===== config.mk =====
export PLATFORM = sky130hd
export DESIGN_NAME = cronometro_ctrl
export DESIGN_NICKNAME = d
export VERILOG_FILES = /design/src/rtl/cronometro_pkg.sv /design/src/rtl/debounce_sync.sv /design/src/rtl/cronometro_ctrl.sv
export SDC_FILE = /design/constraint.sdc
export NUM_CORES = 1
export LEC_CHECK = 0
export ABC_AREA = 0
export BUFFER_PORTS_ARGS = -buffer_cell sky130_fd_sc_hd__buf_2
export CAP_MARGIN = 15
export CORE_ASPECT_RATIO = 0.75
export CORE_MARGIN = 1.5
export CORE_UTILIZATION = 45
export CTS_CLUSTER_SIZE = 25
export DETAILED_ROUTE_END_ITERATION = 16
export GPL_TIMING_DRIVEN = 0
export PLACE_DENSITY_LB_ADDON = 0.05
export SLEW_MARGIN = 20
export SYNTH_ARGS = -nofsm -noshare
export SYNTH_HDL_FRONTEND = slang
export SYNTH_SLANG_ARGS = --single-unit

===== constraint.sdc =====
create_clock -name clk_2 -period 2.7 [get_ports clk_2]
set_input_delay 0.135 -clock clk_2 [delete_from_list [all_inputs] [get_ports clk_2]]
set_output_delay 0.135 -clock clk_2 [all_outputs]
set_load 0.05 [all_outputs]

===== src/rtl/cronometro_pkg.sv =====
// Shared types and default timing constants for the stopwatch control front-end.
package cronometro_pkg;

    typedef enum logic [1:0] {
        CLEAR = 2'd0,
        HOLD  = 2'd1,
        RUN   = 2'd2,
        DONE  = 2'd3
    } estado_t;

    localparam int unsigned DIV_DEFAULT        = 50_000_000;
    localparam int unsigned DEB_CYCLES_DEFAULT = 500_000;

endpackage


===== src/rtl/debounce_sync.sv =====
// Two-flop synchronizer followed by a stable-count debouncer for one raw board input.
module debounce_sync
    import cronometro_pkg::*;
#(
    parameter int unsigned DEB_CYCLES = DEB_CYCLES_DEFAULT
) (
    input  logic clk_2,
    input  logic reset_n,
    input  logic raw_i,
    output logic clean_o
);

    localparam int unsigned   CW       = $clog2(DEB_CYCLES);
    localparam logic [CW-1:0] CNT_LAST = CW'(DEB_CYCLES - 1);

    logic          sync1_q;
    logic          sync2_q;
    logic          clean_q;
    logic          clean_d;
    logic [CW-1:0] cnt_q;
    logic [CW-1:0] cnt_d;

    // The clean level only moves after DEB_CYCLES consecutive disagreeing samples.
    always_comb begin
        clean_d = clean_q;
        cnt_d   = '0;
        if (sync2_q != clean_q) begin
            if (cnt_q == CNT_LAST) begin
                clean_d = sync2_q;
            end else begin
                cnt_d = cnt_q + 1'b1;
            end
        end
    end

    always_ff @(posedge clk_2) begin
        if (!reset_n) begin
            sync1_q <= 1'b0;
            sync2_q <= 1'b0;
            clean_q <= 1'b0;
            cnt_q   <= '0;
        end else begin
            sync1_q <= raw_i;
            sync2_q <= sync1_q;
            clean_q <= clean_d;
            cnt_q   <= cnt_d;
        end
    end

    assign clean_o = clean_q;

endmodule


===== src/rtl/cronometro_ctrl.sv =====
// Stopwatch control: conditioned inputs, run/hold/limit state machine and count-tick prescaler.
module cronometro_ctrl
    import cronometro_pkg::*;
#(
    parameter int unsigned DIV        = DIV_DEFAULT,
    parameter int unsigned DEB_CYCLES = DEB_CYCLES_DEFAULT
) (
    input  logic       clk_2,
    input  logic       reset_n,
    input  logic       btn_reset_i,
    input  logic       btn_run_i,
    input  logic       sw_dir_i,
    input  logic       at_limit_i,
    output logic       tick_o,
    output logic       clear_o,
    output logic       dir_o,
    output logic       running_o,
    output logic [1:0] state_o
);

    localparam int unsigned   PW         = $clog2(DIV);
    localparam logic [PW-1:0] PRESC_LAST = PW'(DIV - 1);

    logic          rst_clean;
    logic          run_clean;
    logic          dir_clean;
    logic          run_dly_q;
    logic          run_edge;
    estado_t       state_q;
    logic [PW-1:0] presc_q;
    logic          tick_q;

    debounce_sync #(.DEB_CYCLES(DEB_CYCLES)) u_deb_reset (
        .clk_2   (clk_2),
        .reset_n (reset_n),
        .raw_i   (btn_reset_i),
        .clean_o (rst_clean)
    );

    debounce_sync #(.DEB_CYCLES(DEB_CYCLES)) u_deb_run (
        .clk_2   (clk_2),
        .reset_n (reset_n),
        .raw_i   (btn_run_i),
        .clean_o (run_clean)
    );

    debounce_sync #(.DEB_CYCLES(DEB_CYCLES)) u_deb_dir (
        .clk_2   (clk_2),
        .reset_n (reset_n),
        .raw_i   (sw_dir_i),
        .clean_o (dir_clean)
    );

    assign run_edge = run_clean & ~run_dly_q;

    // The delayed copy always tracks, so a run edge seen during CLEAR is consumed there.
    always_ff @(posedge clk_2) begin
        if (!reset_n) begin
            state_q   <= HOLD;
            presc_q   <= '0;
            tick_q    <= 1'b0;
            run_dly_q <= 1'b0;
        end else begin
            run_dly_q <= run_clean;
            tick_q    <= 1'b0;
            if (rst_clean) begin
                state_q <= CLEAR;
                presc_q <= '0;
            end else begin
                case (state_q)
                    CLEAR: begin
                        state_q <= HOLD;
                        presc_q <= '0;
                    end
                    HOLD: begin
                        if (run_edge) state_q <= RUN;
                    end
                    RUN: begin
                        if (run_edge) begin
                            state_q <= HOLD;
                        end else if (presc_q == PRESC_LAST) begin
                            presc_q <= '0;
                            if (at_limit_i) state_q <= DONE;
                            else            tick_q  <= 1'b1;
                        end else begin
                            presc_q <= presc_q + 1'b1;
                        end
                    end
                    DONE: begin
                        if (run_edge) state_q <= RUN;
                    end
                    default: state_q <= HOLD;
                endcase
            end
        end
    end

    assign tick_o    = tick_q;
    assign clear_o   = (state_q == CLEAR);
    assign running_o = (state_q == RUN);
    assign state_o   = state_q;
    assign dir_o     = dir_clean;

endmodule


Word-level counts from Yosys, hierarchy flattened
Cells that the tools add are included.

Flip-flop bits (word level): 96. Input bits: 6. Output and inout bits: 6. Word-level logic and storage cells: 70.

Add/subtract/negate cells: 4. Eq/ne operators: 17. Muxes and demuxes: 10. Bitwise operators: 8. Reductions and logical operators: 14.

Operator list (number): adder 19 x 1 -> 19 bit (second input constant) (3); equality test 19 bit (second input constant) (3); 2-to-1 mux 26 bit (2); case mux 26 bit (2 select lines) (1); adder 26 x 1 -> 26 bit (second input constant) (1); equality test 26 bit (second input constant) (1); OR reduction 3 bit (3); 2-to-1 mux 2 bit (4); AND reduction 2 bit (4); inverter 1 bit (7); inequality test 3 x 1 -> 1 bit (second input constant) (2); case mux 2 bit (3 select lines) (1); AND reduction 3 bit (2); OR reduction 5 bit (1); equality test 2 bit (second input constant) (2); inequality test 4 x 1 -> 1 bit (second input constant) (1); inequality test 4 x 2 -> 1 bit (second input constant) (1); OR reduction 2 bit (2); inequality test 1 bit (3); inequality test 3 x 2 -> 1 bit (second input constant) (1); equality test 2 x 1 -> 1 bit (second input constant) (1); zero test 2 bit (1); 2-to-1 mux 1 bit (2); inequality test 2 x 1 -> 1 bit (second input constant) (1); 3 further kinds (3).

Depth between registers and ports, before layout
Gate-level depths: netlist of run 1.

Depth in word-level cells: 5. Depth in mapped cells: 8.

Cells and area by module
A second synthesis of run 1 with hierarchy kept.

Cell total of the unflattened synthesis: 519. Area total of the unflattened synthesis: 4548.1 µm².

Modules (own cells, without submodules): debounce_sync (instances 3, cells an instance 109, area each 987.2 µm², seq. area each 440.4 µm²); cronometro_ctrl (instances 1, cells an instance 192, area each 1586.5 µm², seq. area each 600.6 µm²).

Worst setup path before layout of run 1
No wires, ideal clock.

Path kind: register to register. Start: reg state_q[1], in the netlist state_o[1]. End: reg presc_q[22]. Setup time: 0.115 ns. Arrival: 1.738 ns. Data required time: 2.585 ns. Setup slack: 0.847 ns. Cell stages (with the launch flop): 7. Path buffers: 1. Clock period less this slack: 1.853 ns. Cell sequence: dfxtp_1 and3b_2 or3_1 clkbuf_1 nor4_2 xnor2_1 nor2_1.

Longest elaborated chain between the ends: 3. Elaborated cells between the ends (all ways): 6. Classes of those cells: eq/ne (2); mux (1); reduce/logical (3).

Ends and longest elaborated chain: start: declaration (RTL line cronometro_ctrl.sv:29) `estado_t state_q;`; start signal: assignment (RTL line cronometro_ctrl.sv:59) `state_q <= HOLD;`; start signal: assignment (RTL line cronometro_ctrl.sv:67) `state_q <= CLEAR;`; start signal: assignment (RTL line cronometro_ctrl.sv:72) `state_q <= HOLD;`; equality test 2 bit / zero test 2 bit (equally long branches) (RTL line cronometro_ctrl.sv:70) `case (state_q)`; inequality test 2 bit (no source line) / nonzero test 2 bit (equally long branches); AND reduction 2 bit (no source line); end signal: assignment (RTL line cronometro_ctrl.sv:86) `presc_q <= presc_q + 1'b1;`; end: declaration (RTL line cronometro_ctrl.sv:30) `logic [PW-1:0] presc_q;`.

Parallel ways exist; a longest one is shown, timed or not. A chain may end at the register's enable or synchronous reset.

Worst setup path after layout of run 1
Start: reg presc_q[0]. End: reg presc_q[18].

Longest elaborated chain between the ends: 4. Elaborated cells between the ends (all ways): 5. Classes of those cells: add/sub (1); eq/ne (1); mux (3).

Ends and longest elaborated chain: adder 26 x 1 -> 26 bit / equality test 26 bit (equally long branches) (RTL line cronometro_ctrl.sv:86, cronometro_ctrl.sv:81); 2-to-1 mux 26 bit * (RTL line cronometro_ctrl.sv:81) `end else if (presc_q == PRESC_LAST) begin`; 2-to-1 mux 26 bit * (RTL line cronometro_ctrl.sv:79) `if (run_edge) begin`; case mux 26 bit (2 select lines) * (RTL line cronometro_ctrl.sv:70).

Every way passes the cells marked *; elsewhere a longest branch is shown, timed or not. The select of a mux whose other input is x is not followed.

==> impl_metrics.ini, run 1 <==
[status]
run_status = complete, no violations

[finish]
antennaDiodeCount = 0
layoutNonFillerInstCount = 646
num-nets-final = 523
drive_gt1_share_pct = 12.0
syn_to_final_growth_pct = 13.2
fill_cells = 877

[clocking]
cts.clk_slew.worst_paths_ns = 0.07
clkLatencyLatePin_ns = 0.34
clockRootBuffer = clkbuf_16
postCtsSetupRepairBufs = 0
post_cts_resize_count = 0
cts_tree = built
cts.htree.levels = 3
number_of_buffers_on_the_longest_clock_path = 2
cts_made_buffers = 9
numClockSinks = 96
postCtsHoldBufs = 1

[pwr]
leakage_component_of_the_power_nw = 1.58
clockPowerShare_pct = 50.3
psw_mw = 0.572
power.share.sequential_pct = 48.4
switching_share_pct = 19.4
power.ir.vdd_worst_uv = 351
combinationalPowerShare_pct = 1.3
power_per_cell_area_mw_per_mm2 = 596
internal_power_mw = 2.37

[min_path]
min_to = u_deb_run.sync1_q
worst_hold_path.num_cells = 2
hold_path_class = in -> reg
hold_path.startpoint = btn_run_i

[drt]
drt_pass1_iterations = 4
antenna_violating_nets_post_route = 0
route.vias.total = 3272
dr_wl_met2_um = 3590
drt-vias-per-instance = 5.07
drt_wl_total_um = 8310
detail_route.wl_per_cell_um = 12.9
wire_length_on_met3_um = 298
route.detailed.drc = 0
wl_met1_um = 4380
top_signal_layer_used = met4
drt_iter0_markers = 184

[sta]
setup_viol = 0
grt_setup_unrepaired = no
setup-tns-final_ns = 0
min_period_ns = 2.15
fin_hold_ws_ns = 0.0121
setup_ws_ns = 0.549
finalCritPeriodShare_pct = 79.7
hold_viol_final = 0
maxSlewHeadroom_pct = 35.4
fin_worst_skew_ns = 0.00557
slew_viol_final = 0
max_clock_freq_mhz = 465
worst_margin_pin_slew_ns = 0.960

[critical_path]
worstReg2RegEnd = presc_q[18]
worstSetupStartpointType = register
regToRegStartpoint = presc_q[0]
timing.setup.critical_path_class = reg -> reg
end_kind = register
path_max_fanout = 5
worst-endpoint-required_ns = 2.93
worst-r2r-cell-count = 6
timing.reg2reg.setup_slack_ns = 0.55
worstPathArrival_ns = 2.38

[floorplanning]
initial_utilization_pct = 47.3
fp.dieArea_sq_mm = 0.0103
core.rowCount = 30
ios = 12
floorplan.core_area_sq_mm = 0.00923
die-width_um = 117
die_h_um = 88.3

[global_route]
antenna_found_initial = 0
pin_count_of_the_biggest_net_entering_global_routing = 17
vias_in_the_first_global_route = 3059
grt.overflow.total = 0
grt_first_pass_wirelength_um = 14500
grtUsageTotal_pct = 18.0

[synth]
synthFlopType = dfxtp_1
post_synth.cell_area_avg_sq_um = 8.89
synthesis.area_sq_mm = 0.00436
postSynthRegisterBits = 96
postSynthNetCount = 501
synth_warnings = 0
edff_count_synth = 0
post_synth_inst_count = 491
postSynth.asyncResetShare_pct = 0
synth.lib_cells_used.distinct = 51
synth_sequential_area_ratio_pct = 44.0

[place]
placedCellCount = 629
port_buffers = 10
dp_slack_ns = 0.527
finalWeightedCongestion = 0.816
dp_hpwl_um = 6000

[run]
maxCapViolations = 0
-- power by group through the flow --
| stage | combinational, mW | clock, mW | sequential (mW) |
|---|---|---|---|
| floorplan | 0.0270 | 0 | 1.46 |
| global placement | 0.0391 | 0 | 1.46 |
| detailed placement | 0.0395 | 0 | 1.46 |
| CTS | 0.0409 | 1.52 | 1.42 |
| global route | 0.0445 | 1.58 | 1.42 |
| finish | 0.0396 | 1.48 | 1.42 |
-- state kept, by name (all words and copies together) (netlist names), 2 cells and up --
register,count
presc_q,26
state_o,2
u_deb_dir.cnt_q,19
u_deb_reset.cnt_q,19
u_deb_run.cnt_q,19
-- stage by stage --
step	utilization, %	area [sq um]	total power [mW]
after global placement	49.5	4570	1.50
final	53.5	4940	2.94
after detailed placement	49.5	4570	1.50
after global routing	53.5	4940	3.05
after floorplan	-	4360	1.48
after CTS	53.5	4940	2.99
-- cell usage after synthesis, types with 2 or more instances --
cell,instances,share of area [%]
clkbuf_1,7,0.60
nand3b_1,3,0.52
buf_2,3,0.34
or4b_4,2,0.63
or3_1,2,0.29
nand2b_1,4,0.57
nor4_4,2,0.97
dfxtp_1,96,44
and4_1,4,0.80
and2_1,7,1.0
nor4b_1,7,1.4
inv_1,12,1.0
or4_1,2,0.34
mux2i_1,4,0.92
buf_6,4,1.0
ha_1,4,1.1
nand4_1,21,3.0
or2_2,3,0.43
and3_1,8,1.1
xor2_1,39,7.8
nand3_1,30,3.4
xnor2_1,35,7.0
nand2_1,34,2.9
nor4_1,10,1.4
nor2_1,87,7.5
a21oi_1,5,0.57
nor2_2,10,1.4
o21ai_0,8,0.92
nor2b_1,4,0.57
nor3_1,13,1.5
-- kinds of logic after synthesis --
family          Yosys count  share of synthesized area [%]
mux                       4                          0.917
buf+inv                  29                           3.53
simple gates            264                           32.6
compound gates           20                           2.92
xor+xnor                 74                           14.9
fa+ha+maj                 4                           1.15
flops                    96                           44.0
-- cell usage in the layout (no fill, tap or decap), types with 3 or more instances in the layout --
cell type / instances
nand2b_1: 4
nor4_1: 10
xnor2_1: 35
clkbuf_1: 7
mux2i_1: 4
and2_1: 7
nand3b_1: 3
nand2_1: 34
nand3_1: 30
o21ai_0: 8
inv_1: 12
clkbuf_16: 9
nor3_1: 13
bufinv_16: 3
nor4b_1: 7
a21oi_1: 5
or2_2: 3
buf_2: 13
xor2_1: 39
dfxtp_1: 96
nor2_1: 87
nor2b_1: 4
and4_1: 4
buf_6: 4
ha_1: 4
nor2_2: 10
nand4_1: 21
and3_1: 8
-- layout make-up --
cell class / count / area, sq um / share of cell area, %
plain buffers: 17 / 109 / 2.20
flip-flops and latches: 96 / 1920 / 38.9
clock inverters: 6 / 115 / 2.33
well taps: 128 / 160 / 3.24
repair buffers: 11 / 60.1 / 1.22
clock buffers: 10 / 239 / 4.84
multi-input cells: 366 / 2290 / 46.3
inverters: 12 / 45.0 / 0.912
-- per-layer routing --
layer | GRT usage [%] | up-vias
met5 | 0 | -
met4 | 5.15 | 0
met3 | 4.73 | 5
met2 | 27.6 | 32
met1 | 25.0 | 1527
li1 | - | 1708
-- worst max path at each step --
stage | start | cells past startpoint | end | slack (ns)
finish | presc_q[0] | 6 | presc_q[18] | 0.55
global route | presc_q[0] | 6 | presc_q[18] | 0.31
CTS | u_deb_dir.cnt_q[0] | 6 | u_deb_dir.cnt_q[13] | 0.51
detailed placement | u_deb_dir.cnt_q[0] | 6 | u_deb_dir.cnt_q[13] | 0.53
global placement | u_deb_run.cnt_q[0] | 8 | u_deb_run.cnt_q[17] | 0.57
floorplan | state_o[1] | 6 | presc_q[22] | 0.85
-- worst max-delay path: stages, from the launching register on --
cell     delay [ns]
dfxtp_1        0.39
ha_1           0.19
nand3_1        0.16
nor4_1         0.82
nand3_1        0.20
xnor2_1        0.21
nor2_1         0.06
Note: power is estimated with default switching activity, not from simulation.
==> run 2: changes to the inputs <==
Settings changed: ABC_AREA 0 to 1.
Clock period 2.7 ns to 1.7 ns, I/O delays scaled along.
==> impl_metrics.ini, run 2 <==
[critical_path]
cp_cell_sequence = ha_4 -> nand2_1 -> nor2_4 -> nand2_1 -> nor2_1 -> nand2_1 -> nand2_1 -> nand2_1 -> nand2_4 -> nor2_1
timing.reg2reg.setup_slack_ns = 0.11
worstReg2RegEnd = presc_q[9]
end_kind = register
worstSetupStartpointType = register
worstPathBufferInverterCount = 0
critical_path.top_delay_family = simple AND/OR/NAND/NOR gates
path_common_cell = nand2_1
regToRegStartpoint = presc_q[0]
crit_slowest_cell = dfxtp_2
worst_setup_path_endpoint = presc_q[9]
number_of_cells_on_the_critical_path = 10
path_max_fanout = 7
crit_path_max_incr_delay_ns = 0.38
worst-endpoint-required_ns = 1.94
worstPathArrival_ns = 1.82
worst-r2r-cell-count = 10
timing.setup.critical_path_class = reg -> reg
critical_path_launch_point = presc_q[0]

[clocking]
cts_tree = built
cts.clk_slew.worst_paths_ns = 0.07
clkLatencyLatePin_ns = 0.34
number_of_buffers_on_the_longest_clock_path = 2
numClockSinks = 96
clockRootBuffer = clkbuf_16
cts.htree.levels = 3
cts_made_buffers = 9

[finish]
largest_register_ffs = 26
mostFrequentLayoutCell = nand2_1
antennaDiodeCount = 0
final_util_pct = 53.0
max_flop_register = presc_q
num-nets-final = 781
layoutNonFillerInstCount = 915
drive_gt1_share_pct = 14.7
finalInstanceArea_sq_mm = 0.00580
final_cell_mix = 173 x nand2_1, 118 x nor2_1, 90 x dfxtp_1, 86 x inv_1, 41 x a21oi_1
fill_cells = 1068
syn_to_final_growth_pct = 14.4

[drt]
drt_iter0_markers = 277
detail_route.wl_per_cell_um = 12.3
route.vias.total = 4526
antenna_violating_nets_post_route = 0
drt_wl_total_um = 11300
route.detailed.drc = 0
drt_pass1_iterations = 5
drt-vias-per-instance = 4.95

[synth]
synth.lib_cells_used.distinct = 37
synthesis.area_sq_mm = 0.00507
synth_warnings = 0
post_synth_inst_count = 739
synth_commonest_cells = 174 x nand2_1, 121 x nor2_1, 96 x dfxtp_1
postSynthRegisterBits = 96
synthFlopType = dfxtp_1
yosys.cell_count.top_type = nand2_1
synth.top_cell.area_share_pct = 37.9
post_synth_main_area_contributors = dfxtp_1 38%, nand2_1 13%, nor2_1 9.0%, inv_1 6.4%, a21oi_1 4.0%
synth_sequential_area_ratio_pct = 37.9
postSynthNetCount = 749
edff_count_synth = 0
synthDominantAreaCellType = dfxtp_1
post_synth.cell_area_avg_sq_um = 6.86
postSynth.asyncResetShare_pct = 0

[sta]
min_period_ns = 1.59
fin_hold_ws_ns = 0.0277
grt_setup_unrepaired = no
max_clock_freq_mhz = 630
worst_margin_pin_slew_ns = 0.591
hold_viol_final = 0
maxSlewHeadroom_pct = 60.6
slew_viol_final = 0
fin_worst_skew_ns = 0.00548
setup_viol = 0
finalCritPeriodShare_pct = 93.3

[min_path]
hold_path_class = in -> reg

[place]
dpl_cell_area_sq_mm = 0.00530
finalWeightedCongestion = 0.896
port_buffers = 11
placedCellCount = 890
dp_hpwl_um = 8300

[global_route]
vias_in_the_first_global_route = 4087
pin_count_of_the_biggest_net_entering_global_routing = 16
grtUsageTotal_pct = 19.7
grt.overflow.total = 0
antenna_found_initial = 0
grt_first_pass_wirelength_um = 18900

[floorplanning]
core.rowCount = 33
fp.dieArea_sq_mm = 0.0119
floorplan.core_area_sq_mm = 0.0109
die-width_um = 126
ios = 12
die_h_um = 94.9
initial_utilization_pct = 46.4

[status]
run_status = complete, no violations

[pwr]
power.ir.vdd_worst_uv = 414
power_per_cell_area_mw_per_mm2 = 761
leakage_component_of_the_power_nw = 1.98

[run]
maxCapViolations = 0
==> run 2: cell count changes in the layout (fill, tap and decap cells not counted), moves of 8 or more <==
cell | before | now
a21oi_1 | 5 | 41
nand3_1 | 30 | 39
nor3_1 | 13 | 21
nand2_2 | 0 | 10
nor3_2 | 1 | 11
nor2_1 | 87 | 118
nand3_2 | 0 | 8
nand2_1 | 34 | 173
inv_1 | 12 | 86
xor2_1 | 39 | 19
xnor2_1 | 35 | 13
nor2_4 | 0 | 12
==> run 2: per-layer routing <==
layer	track usage, %	wire [um]
met5	0	0
met4	6.44	155
met3	4.31	490
met2	30.5	4700
met1	27.3	5940
==> run 2: area by class of cell <==
type                            instances  area, sq um  area share, %
Sequential cell                        96         1930           33.3
Clock inverter                          4         52.6          0.906
Tap cell                              140          175           3.02
Buffer                                  9         60.1           1.04
Clock buffer                           11          243           4.18
Inverter                               90          338           5.82
Timing Repair Buffer                   21          140           2.42
Multi-Input combinational cell        544         2860           49.4
==> run 2: how the worst min path moves through the flow <==
stage,cells after the start,end,slack (ns),startpoint
floorplan,1,tick_o,0.16,at_limit_i
global placement,2,tick_o,0.27,at_limit_i
detailed placement,2,tick_o,0.28,at_limit_i
CTS,3,u_deb_run.clean_o,0.02,reset_n
global route,3,u_deb_run.clean_o,0.04,reset_n
finish,3,u_deb_run.clean_o,0.03,reset_n
==> run 2: what timing repair did <==
item,in CTS,in global routing
resized for setup,6,22
hold buffers,4,0
setup buffers,3,3
pin swaps,2,4
endpoints found under the setup margin,27,63
hold endpoints to repair,4,0
==> run 2: power by group <==
part           total (mW)  switching [mW]  internal, mW
clock network        2.04           0.855          1.18
logic               0.117          0.0814        0.0358
registers            2.26         0.00581          2.26
==> run 2: kinds of logic after synthesis <==
| group | synth area share [%] |
|---|---|
| simple gates | 41.7 |
| flops | 37.9 |
| xor+xnor | 5.53 |
| fa+ha+maj | 0.987 |
| compound gates | 6.09 |
| buf+inv | 7.77 |
==> run 2: per-stage QoR <==
stage               total power, mW  worst slack, ns  setup TNS, ns
finish                         4.42            0.114              0
global placement               2.42           -0.105          -1.63
floorplan                      2.38           0.0551              0
global route                   4.58           0.0117              0
CTS                            4.49         0.000107              0
detailed placement             2.42           -0.108          -1.66
==> run 2: worst reg2reg max path, cell delays in order, from the launching register on <==
cell and delay (ns):
dfxtp_2 0.38, ha_4 0.18, nand2_1 0.11, nor2_4 0.14, nand2_1 0.07, nor2_1 0.09
nand2_1 0.06, nand2_1 0.05, nand2_1 0.13, nand2_4 0.20, nor2_1 0.07
